**config.mk**
```make
export PLATFORM = sky130hd
export DESIGN_NAME = mov_obj_tracker
export DESIGN_NICKNAME = d
export VERILOG_FILES = /design/src/rtl/mov_obj_pkg.sv /design/src/rtl/mov_obj_slot.sv /design/src/rtl/mov_obj_tracker.sv
export SDC_FILE = /design/constraint.sdc
export NUM_CORES = 2
export LEC_CHECK = 0
export ABC_AREA = 1
export CAP_MARGIN = 20
export CORE_ASPECT_RATIO = 0.5
export CORE_UTILIZATION = 61
export DETAILED_ROUTE_END_ITERATION = 8
export PLACE_DENSITY = 0.82
export RECOVER_POWER = 100
export SYNTH_ARGS = -nofsm -noshare
export SYNTH_HDL_FRONTEND = slang
export SYNTH_SLANG_ARGS = --single-unit
```
**constraint.sdc**
```tcl
create_clock -name sys_clk -period 8.9 [get_ports sys_clk]
set_clock_uncertainty 0.05 [all_clocks]
set_input_delay 1.78 -clock sys_clk [delete_from_list [all_inputs] [get_ports sys_clk]]
set_output_delay 1.78 -clock sys_clk [all_outputs]
set_load 0.005 [all_outputs]
```
**src/rtl/mov_obj_pkg.sv**
```systemverilog
// mov_obj_pkg: box record, coordinate widths and box helpers
// shared by the motion-object tracker and its slot registers.
package mov_obj_pkg;

   localparam int H_PIXEL_DEF = 800;
   localparam int V_PIXEL_DEF = 600;

   function automatic int coord_w(input int n);
      return (n < 2) ? 1 : $clog2(n);
   endfunction

   localparam int X_W   = coord_w(H_PIXEL_DEF);
   localparam int Y_W   = coord_w(V_PIXEL_DEF);
   localparam int BOX_W = 1 + 2*X_W + 2*Y_W;

   typedef struct packed {
      logic           valid;
      logic [X_W-1:0] xmin;
      logic [X_W-1:0] xmax;
      logic [Y_W-1:0] ymin;
      logic [Y_W-1:0] ymax;
   } box_t;

   // One extra bit on every compare keeps x+disc from wrapping
   function automatic logic box_near(
      input box_t           b,
      input logic [X_W-1:0] x,
      input logic [Y_W-1:0] y,
      input int             disc
   );
      logic [X_W:0] xd;
      logic [Y_W:0] yd;
      xd = (X_W+1)'(disc);
      yd = (Y_W+1)'(disc);
      return b.valid
         & ({1'b0, x} + xd >= {1'b0, b.xmin})
         & ({1'b0, x} <= {1'b0, b.xmax} + xd)
         & ({1'b0, y} + yd >= {1'b0, b.ymin})
         & ({1'b0, y} <= {1'b0, b.ymax} + yd);
   endfunction

   function automatic box_t box_grow(
      input box_t           b,
      input logic [X_W-1:0] x,
      input logic [Y_W-1:0] y
   );
      box_t r;
      r       = b;
      r.xmin  = (x < b.xmin) ? x : b.xmin;
      r.xmax  = (x > b.xmax) ? x : b.xmax;
      r.ymin  = (y < b.ymin) ? y : b.ymin;
      r.ymax  = (y > b.ymax) ? y : b.ymax;
      return r;
   endfunction

   function automatic logic box_big(input box_t b, input int min_size);
      logic [X_W:0] w;
      logic [Y_W:0] h;
      w = {1'b0, b.xmax} - {1'b0, b.xmin} + (X_W+1)'(1);
      h = {1'b0, b.ymax} - {1'b0, b.ymin} + (Y_W+1)'(1);
      return (w >= (X_W+1)'(min_size)) & (h >= (Y_W+1)'(min_size));
   endfunction

endpackage

```
**src/rtl/mov_obj_slot.sv**
```systemverilog
// mov_obj_slot: one working bounding-box register with its
// near / free flags for the tracker's priority encoders.
module mov_obj_slot
   import mov_obj_pkg::*;
#(
   parameter int MIN_DISC = 100
) (
   input  logic           clk,
   input  logic           rst_n,
   input  logic           clr,
   input  logic           load,
   input  logic           grow,
   input  logic [X_W-1:0] x,
   input  logic [Y_W-1:0] y,
   output box_t           box,
   output logic           near,
   output logic           free
);

   // A clear in this cycle makes the slot look empty to the same-cycle pixel
   assign near = ~clr & box_near(box, x, y, MIN_DISC);
   assign free = clr | ~box.valid;

   always_ff @(posedge clk or negedge rst_n) begin
      if (!rst_n) begin
         box <= '0;
      end else if (load) begin
         box <= '{valid: 1'b1, xmin: x, xmax: x, ymin: y, ymax: y};
      end else if (grow) begin
         box <= box_grow(box, x, y);
      end else if (clr) begin
         box <= '0;
      end
   end

endmodule

```
**src/rtl/mov_obj_tracker.sv**
```systemverilog
// mov_obj_tracker: clusters 1-bit motion pixels into bounding boxes and
// publishes them with a raw and a temporally filtered count at frame end.
module mov_obj_tracker
   import mov_obj_pkg::*;
#(
   parameter int H_PIXEL       = 800,
   parameter int V_PIXEL       = 600,
   parameter int N_OBJ         = 16,
   parameter int MIN_DISC      = 100,
   parameter int MIN_SIZE      = 4,
   parameter int STABLE_FRAMES = 3
) (
   input  logic                   sys_clk,
   input  logic                   sys_rst_n,
   input  logic                   pre_vs,
   input  logic                   pre_hs,
   input  logic                   pre_wr_en,
   input  logic                   pre_1bit,
   output logic                   frame_done,
   output logic [N_OBJ*BOX_W-1:0] box_data,
   output logic [7:0]             obj_num,
   output logic [7:0]             obj_num_stable,
   output logic                   overflow
);

   logic           vs_d1, hs_d1;
   logic [X_W-1:0] x;
   logic [Y_W-1:0] y, y_eff;
   logic           pix, upd, frame_start, frame_end, hs_fall;

   box_t             slot_box [N_OBJ];
   logic [N_OBJ-1:0] near_v, free_v, load_v, grow_v, pub_v;
   logic             near_found, free_found, ovf_set, ovf_acc;

   logic [N_OBJ*BOX_W-1:0] pub_data;
   logic [7:0]             new_cnt, last_cnt, run, run_nxt;

   assign pix         = pre_vs & pre_hs & pre_wr_en;
   assign upd         = pix & pre_1bit;
   assign frame_start = pre_vs & ~vs_d1;
   assign frame_end   = ~pre_vs & vs_d1;
   assign hs_fall     = ~pre_hs & hs_d1;
   assign y_eff       = frame_start ? '0 : y;

   always_ff @(posedge sys_clk or negedge sys_rst_n) begin
      if (!sys_rst_n) begin
         vs_d1 <= 1'b0;
         hs_d1 <= 1'b0;
         x     <= '0;
         y     <= '0;
      end else begin
         vs_d1 <= pre_vs;
         hs_d1 <= pre_hs;
         if (hs_fall)
            x <= '0;
         else if (pix && x != X_W'(H_PIXEL-1))
            x <= x + X_W'(1);
         if (frame_start)
            y <= '0;
         else if (hs_fall && y != Y_W'(V_PIXEL-1))
            y <= y + Y_W'(1);
      end
   end

   for (genvar i = 0; i < N_OBJ; i++) begin : g_slot
      mov_obj_slot #(.MIN_DISC(MIN_DISC)) u_slot (
         .clk   (sys_clk),
         .rst_n (sys_rst_n),
         .clr   (frame_start),
         .load  (load_v[i]),
         .grow  (grow_v[i]),
         .x     (x),
         .y     (y_eff),
         .box   (slot_box[i]),
         .near  (near_v[i]),
         .free  (free_v[i])
      );
   end

   // Lowest-index near slot grows; otherwise lowest free slot is loaded
   always_comb begin
      grow_v     = '0;
      load_v     = '0;
      near_found = 1'b0;
      free_found = 1'b0;
      for (int i = 0; i < N_OBJ; i++) begin
         if (near_v[i] && !near_found) begin
            grow_v[i]  = upd;
            near_found = 1'b1;
         end
         if (!(|near_v) && free_v[i] && !free_found) begin
            load_v[i]  = upd;
            free_found = 1'b1;
         end
      end
      ovf_set = upd & ~(|near_v) & ~(|free_v);
   end

   always_comb begin
      pub_v    = '0;
      pub_data = '0;
      new_cnt  = '0;
      for (int i = 0; i < N_OBJ; i++) begin
         pub_v[i] = slot_box[i].valid & box_big(slot_box[i], MIN_SIZE);
         pub_data[i*BOX_W +: BOX_W] = {pub_v[i], slot_box[i].xmin,
            slot_box[i].xmax, slot_box[i].ymin, slot_box[i].ymax};
         new_cnt = new_cnt + 8'(pub_v[i]);
      end
   end

   assign run_nxt = (new_cnt != last_cnt) ? 8'd1 :
                    (run >= 8'(STABLE_FRAMES)) ? run : run + 8'd1;

   always_ff @(posedge sys_clk or negedge sys_rst_n) begin
      if (!sys_rst_n) begin
         frame_done     <= 1'b0;
         box_data       <= '0;
         obj_num        <= '0;
         obj_num_stable <= '0;
         overflow       <= 1'b0;
         ovf_acc        <= 1'b0;
         last_cnt       <= '0;
         run            <= '0;
      end else begin
         frame_done <= frame_end;
         if (frame_start)
            ovf_acc <= 1'b0;
         else if (ovf_set)
            ovf_acc <= 1'b1;
         if (frame_end) begin
            box_data <= pub_data;
            obj_num  <= new_cnt;
            overflow <= ovf_acc;
            run      <= run_nxt;
            last_cnt <= new_cnt;
            if (run_nxt == 8'(STABLE_FRAMES))
               obj_num_stable <= new_cnt;
         end
      end
   end

endmodule

```
# Word-level counts from Yosys, hierarchy flattened
# Index checks and enable logic that the tools add are counted.
[classes]
reduce_logical = 197
bitwise = 158
eq_ne = 84
addsub = 116
shifts = 0
n_lt_le_gt_ge = 161
div = 0
mul = 0
mux = 168
[op_table]
columns = ["operator", "n"]
rows = [
  ["$mux W41", 33],
  ["$mux W10", 69],
  ["$add A10 B7 Y11 const B", 34],
  ["$add A11 B1 Y11 const B", 32],
  ["$ge A11 B10 Y1", 32],
  ["$ge A11 B3 Y1 const B", 32],
  ["$le A10 B11 Y1", 32],
  ["$sub A10 B10 Y11", 32],
  ["$gt A10 B10 Y1", 32],
  ["$lt A10 B10 Y1", 32],
  ["$ne A3 B2 Y1 const B", 64],
  ["$reduce_and A2 Y1", 81],
  ["$and A1 B1 Y1", 120],
  ["$add A8 B1 Y8", 8],
  ["$mux W1", 64],
  ["$logic_and A1 B1 Y1", 48],
  ["$reduce_bool A3 Y1", 16],
  ["$reduce_bool A2 Y1", 19],
  ["$ne A2 B1 Y1 const B", 16],
  ["$reduce_or A16 Y1", 2],
  ["$logic_not A1 Y1", 31],
  ["$not A1 Y1", 22],
  ["$add A10 B1 Y10 const B", 2],
  ["$ne A10 B10 Y1 const B", 2],
  ["other kinds (13)", 29],
]
[totals]
ff_bits = 1361
latch_bits = 0
mem_count = 0
wordCells = 975
mem_bits_ro = 0
ram_bits = 0
output_inout_bits = 674

# Longest topological paths before layout
[depth]
depth_word = 59
mapped_depth = 39

# Modules after synthesis
# Synthesis repeated with hierarchy kept, for this count alone.
[unflattened]
cells_unflattened = 15743
hier_area_um2 = 112888.3
[modules_own_cells]
columns = ["mod", "cells_per_inst", "seq_area_each_um2", "instances", "area_per_inst_um2"]
rows = [
  ["mov_obj_tracker", 6429, 17491.8, 1, 47583.1],
  ["mov_obj_slot (g_slot[0].u_slot ...)", 576, 1026.0, 9, 4082.7],
  ["mov_obj_slot (g_slot[15].u_slot ...)", 590, 1026.0, 7, 4080.2],
]

# Least setup slack after synthesis
# Ideal clock, no wire load.
[synth_timing]
path_kind = "input-to-reg"
from = "in pre_vs"
to = "reg g_slot[14].u_slot.box[13] (netlist bit)"
path_buffers = 4
required_time_ns = 8.726
arrival_time_ns = 7.495
path_stages = 26
setup_slack_ns = 1.231
setup_time_ns = 0.124
cell_sequence = "inv_2 -> nor2_8 -> buf_1 -> nor2_1 -> clkbuf_1 -> ha_1 -> nand2_2 -> nand2_2 -> o21ai_0 -> o21ai_0 -> ha_1 -> a21oi_1 -> a21boi_0 -> nand2_1 -> nand2_1 -> nand2_1 -> nand3_1 -> nor2_1 -> nor2_1 -> nand3_1 -> nor3_1 -> buf_2 -> nand4_1 -> clkbuf_1 -> nand3_1 -> nand2_1"
[synth_via]
elab_chain_cells = 55
word_cells_on_any_way = 212
[synth_lines]
columns = ["element", "line_no", "text"]
rows = [
  ["from (decl)", "mov_obj_tracker.sv:15", "input logic pre_vs,"],
  ["$and A1 B1 Y1", "mov_obj_tracker.sv:40", "assign frame_start = pre_vs & ~vs_d1;"],
  ["$mux W10", "mov_obj_tracker.sv:43", "assign y_eff = frame_start ? '0 : y;"],
  ["$add A10 B7 Y11", "mov_obj_pkg.sv:38", "& ({1'b0, y} + yd >= {1'b0, b.ymin})"],
  ["$ge A11 B10 Y1", "mov_obj_pkg.sv:38", ""],
  ["$and A1 B1 Y1", "mov_obj_pkg.sv:38", ""],
  ["$and A1 B1 Y1", "mov_obj_pkg.sv:39", "& ({1'b0, y} <= {1'b0, b.ymax} + yd);"],
  ["$and A1 B1 Y1", "mov_obj_slot.sv:21", "assign near = ~clr & box_near(box, x, y, MIN_DISC);"],
  ["$reduce_or A16 Y1", "mov_obj_tracker.sv:91", "if (!(|near_v) && free_v[i] && !free_found) begin"],
  ["[39 not listed]", "--", ""],
  ["$logic_not A1 Y1", "mov_obj_tracker.sv:91", ""],
  ["$logic_and A1 B1 Y1", "mov_obj_tracker.sv:91", ""],
  ["$mux W1", "mov_obj_tracker.sv:91", ""],
  ["$logic_not A1 Y1", "mov_obj_tracker.sv:91", ""],
  ["$logic_and A1 B1 Y1", "mov_obj_tracker.sv:91", ""],
  ["$mux W1", "mov_obj_tracker.sv:91", ""],
  ["$ne A3 B2 Y1 (no line) / $reduce_bool A3 Y1 (equally long branches)", "--", ""],
  ["$reduce_and A2 Y1 (no line)", "--", ""],
  ["to (signal assigned)", "mov_obj_slot.sv:28", "box <= '{valid: 1'b1, xmin: x, xmax: x, ymin: y, ymax: y};"],
  ["to (signal assigned)", "mov_obj_slot.sv:30", "box <= box_grow(box, x, y);"],
  ["to (decl)", "mov_obj_slot.sv:15", "output box_t box,"],
]
# Parallel ways exist; a longest one is shown, timed or not. The select of a mux whose other input is x is not followed.
# A chain may end at the register's enable or synchronous reset.

# Final worst setup path
[layout_timing]
from = "in pre_vs"
to = "reg g_slot[15].u_slot.box[36] (netlist bit)"
[layout_via]
elab_chain_cells = 58
word_cells_on_any_way = 218
[layout_lines]
columns = ["element", "line_no"]
rows = [
  ["$and A1 B1 Y1", "mov_obj_tracker.sv:40"],
  ["$mux W10", "mov_obj_tracker.sv:43"],
  ["$add A10 B7 Y11", "mov_obj_pkg.sv:38"],
  ["$ge A11 B10 Y1", "mov_obj_pkg.sv:38"],
  ["$and A1 B1 Y1", "mov_obj_pkg.sv:38"],
  ["$and A1 B1 Y1", "mov_obj_pkg.sv:39"],
  ["$and A1 B1 Y1", "mov_obj_slot.sv:21"],
  ["$reduce_or A16 Y1", "mov_obj_tracker.sv:91"],
  ["[42 not listed]", "--"],
  ["$logic_not A1 Y1", "mov_obj_tracker.sv:91"],
  ["$logic_and A1 B1 Y1", "mov_obj_tracker.sv:91"],
  ["$mux W1", "mov_obj_tracker.sv:91"],
  ["$logic_not A1 Y1", "mov_obj_tracker.sv:91"],
  ["$logic_and A1 B1 Y1", "mov_obj_tracker.sv:91"],
  ["$mux W1", "mov_obj_tracker.sv:91"],
  ["$ne A3 B2 Y1 (no line) / $reduce_bool A3 Y1 (equally long branches)", "--"],
  ["$reduce_and A2 Y1 (no line)", "--"],
  ["to (signal assigned)", "mov_obj_slot.sv:28"],
  ["to (signal assigned)", "mov_obj_slot.sv:30"],
  ["to (decl)", "mov_obj_slot.sv:15"],
]
# Parallel ways exist; a longest one is shown, timed or not. The select of a mux whose other input is x is not followed.

==> metrics.cfg <==
[run_status]
status = complete, but fails checks
violations = capacitance limit, slew limit

[routing]
drc_errors = 0
routed_wl_um = 339300
vias = 93010
first_pass_iters = 6
drtAntennaViolNets = 0
drt-initial-drc-count = 10090
wire_per_inst_um = 22.01
post_drt_via_cell_ratio = 6.033

[synthesis]
avgSynthCellArea_um2 = 7.993
synthMuxAreaShare = 0
yosys.cell_types.count = 62
synth_top_family_by_area = adder cells
synth_top_area_frac = 0.3385
syn_inst = 12530
async_reset_ff_frac = 1.000
synth_compound_area_frac = 0.1060
synth_fa_ha_area_frac = 0.2335
netlist_top_cells_area = dfrtp_1 (34%), ha_1 (23%), nand2_1 (13%)
synth-seq-cells = 1355
yosysWarningCount = 0
synth-main-ff-cell = dfrtp_1
yosysSeqAreaShare = 0.3385
yosys.area.top_type = dfrtp_1
synth_edf_count = 0
synth_area_mm2 = 0.1002
synth_xor_area_frac = 0.03052
synthSimpleGateAreaFrac = 0.2245

[clocking]
clk_path_buf_depth = 4
hold_buffers = 0
clock_latency_ps = 810
cts_sinks = 1355
post_cts_buffers = 0
numCtsBuffers = 144
cts_tree = done
h-tree-depth = 4
ctsResizeCount = 0
root_buffer = clkbuf_16
path_clk_slew_ps = 70

[global_route]
grt-ovfl-total = 0
grt_use_total = 0.4014
grt_pass1_vias = 88340
grt_pass1_wl_um = 513300
grt_max_degree = 242
antenna_found_initial = 15

[pwr]
p_leak_nw = 62.21
power.density_mw_per_mm2 = 122.0
ir_drop_v = 0.0001374

[cells_and_area]
drive_gt1_frac = 0.03279
final_nets = 14990
syn2layout_area_growth_pct = 13.81
fillCellCount = 12840
fin_cells = 15420

[sta]
hold_viol = 0
slew_headroom = -2.986
grt_setup_unrepaired = no
setup_tns_ps = 0
min_period_over_period = 0.9842
slew_viol_final = 2338
worstMarginPinSlew_ps = 5979
fmax_mhz = 114.2
finalSetupViolCount = 0
period_minus_slack_ps = 8760

[job]
maxCapViolations = 25

[min_path]
holdPathStages = 2
min-delay-start = g_slot[7].u_slot.box[33]
worstHoldPathType = flip-flop to flip-flop
holdPathEnd = g_slot[7].u_slot.box[33]

[floorplanning]
coreArea_mm2 = 0.1619
fp.dieW_um = 575.1
num_rows = 104
die_y_um = 288.5
start_util = 0.6187
die-area_mm2 = 0.1659
io_pins = 680

[placement]
dpl.hpwl_um = 245900
io_buffers = 673
dp_cells = 15160
finalWeightedCongestion = 1.019

[worst_setup_path]
crit_path_end_kind = flip-flop
r2r-end = obj_num_stable[0]
r2r_slack_ps = 910
crit-reg2reg-launch = g_slot[1].u_slot.box[21]
cp_data_required_time_ps = 9540
startpoint_type = input port
worstSetupPathType = input port to flip-flop
crit_path_max_fanout = 35
cp.arrival_ps = 9400
reg2reg_depth = 30

==> final cells by class <==
type	count	area, um^2	share of cell area
Inverter	1400	5268	0.04621
Tap cell	2173	2719	0.02385
Multi-Input combinational cell	9437	59620	0.5230
Timing Repair Buffer	804	7812	0.06853
Clock inverter	50	599.3	0.005258
Sequential cell	1355	33940	0.2978
Antenna cell	7	17.52	0.0001537
Clock buffer	190	4019	0.03525
==> flip-flops by register name, indices dropped and copies added (netlist names), 5 cells and up <==
name,cells
y,10
g_slot.u_slot.box,656
obj_num_stable,5
box_data,656
last_cnt,5
x,10
run,8
==> metal layers <==
layer | track usage | vias up | part of all wire | wire (um)
met5 | 0 | - | 0.00012 | 40
met4 | 0.2385 | 6 | 0.068 | 22970
met3 | 0.09394 | 1252 | 0.11 | 37450
met2 | 0.6168 | 4697 | 0.43 | 146600
met1 | 0.5207 | 44050 | 0.39 | 132200
li1 | - | 43010 | - | -
==> report_power, final <==
group | switching, mW | internal [mW]
Clock | 2.70 | 3.50
Sequential | 0.0487 | 6.19
Combinational | 1.04 | 0.424
==> metrics by stage <==
step           power, mW  setup slack (ps)  hold WS, ps  utilization  area (um^2)
5_1_grt            14.29             309.3        437.6       0.7041       114000
4_1_cts            13.88             957.4        421.7       0.7060       114300
3_5_place_dp       7.779             759.2        408.0       0.6775       109700
3_3_place_gp       7.748             950.9        402.6       0.6773       109600
6_report           13.90             140.4        418.4       0.7042       114000
2_1_floorplan      7.171              1231        391.9            -       100200
==> cells in the mapped netlist, types with 42 or more instances <==
cell type	number
buf_2	57
xor2_1	268
dfrtp_1	1355
xnor2_1	81
a21oi_1	622
nor3_1	116
nor2_1	524
nand2_2	45
inv_1	1389
clkbuf_1	250
a211oi_1	74
fa_1	42
a21o_1	75
o21bai_1	62
o21ai_0	856
ha_1	1802
nand3_1	922
nand4_1	171
nand2_1	3409
==> layout by cell type (no fill, tap or decap), types with 13 or more instances in the layout <==
| master | instances |
|---|---|
| nand2_1 | 3435 |
| ha_1 | 1800 |
| inv_1 | 1382 |
| dfrtp_1 | 1345 |
| nand3_1 | 925 |
| o21ai_0 | 854 |
| dlygate4sd3_1 | 670 |
| a21oi_1 | 622 |
| nor2_1 | 529 |
| xor2_1 | 264 |
| nand4_1 | 172 |
| clkbuf_16 | 146 |
| nor3_1 | 115 |
| xnor2_1 | 81 |
| buf_4 | 80 |
| a21o_1 | 75 |
| a211oi_1 | 73 |
| o21bai_1 | 62 |
| clkbuf_1 | 43 |
| fa_1 | 42 |
| o21a_1 | 33 |
| o2111ai_1 | 32 |
| nand3b_1 | 30 |
| o221ai_1 | 30 |
| o211ai_1 | 24 |
| nor3b_1 | 23 |
| nor4_1 | 21 |
| clkbuf_8 | 21 |
| nand2_2 | 19 |
| clkinv_2 | 19 |
| o31ai_1 | 17 |
| and3_1 | 16 |
| inv_2 | 14 |
| buf_12 | 14 |
| or2_2 | 13 |
| clkbuf_2 | 13 |
==> cell families (layout without fill, tap and decap cells) <==
kind of cell / count (synthesis) / in the layout
AO/OA/AOI/OAI: 1891 / 1891
XOR/XNOR: 349 / 349
adder cells (fa/ha/maj): 1844 / 1844
buffers and inverters: 1743 / 2444
flip-flops: 1355 / 1355
other: 1 / 13
AND/OR/NAND/NOR: 5347 / 5347
==> worst max path at each step <==
stage / startpoint / end
final: pre_vs / g_slot[15].u_slot.box[36]
after global routing: pre_vs / g_slot[3].u_slot.box[11]
after CTS: g_slot[0].u_slot.box[21] / obj_num_stable[0]
after detailed placement: pre_vs / g_slot[5].u_slot.box[21]
after global placement: pre_vs / g_slot[5].u_slot.box[13]
after floorplan: pre_vs / g_slot[14].u_slot.box[13]
==> critical path, cell delays in order <==
cell and delay, ps:
dlygate4sd3_1 650, clkbuf_1 180, nand2_2 80, clkbuf_1 2160, nand2_1 600, nor4_2 870, nand3_1 140, buf_4 210
nor2_1 270, nand4_1 200, nor2_1 370, nand2_1 240, nor2_1 450, nand4_1 290, nand3_2 240, nand2_1 390
nand2_1 160, nand2_1 60
No activity file was read; power rests on OpenSTA's default activity.
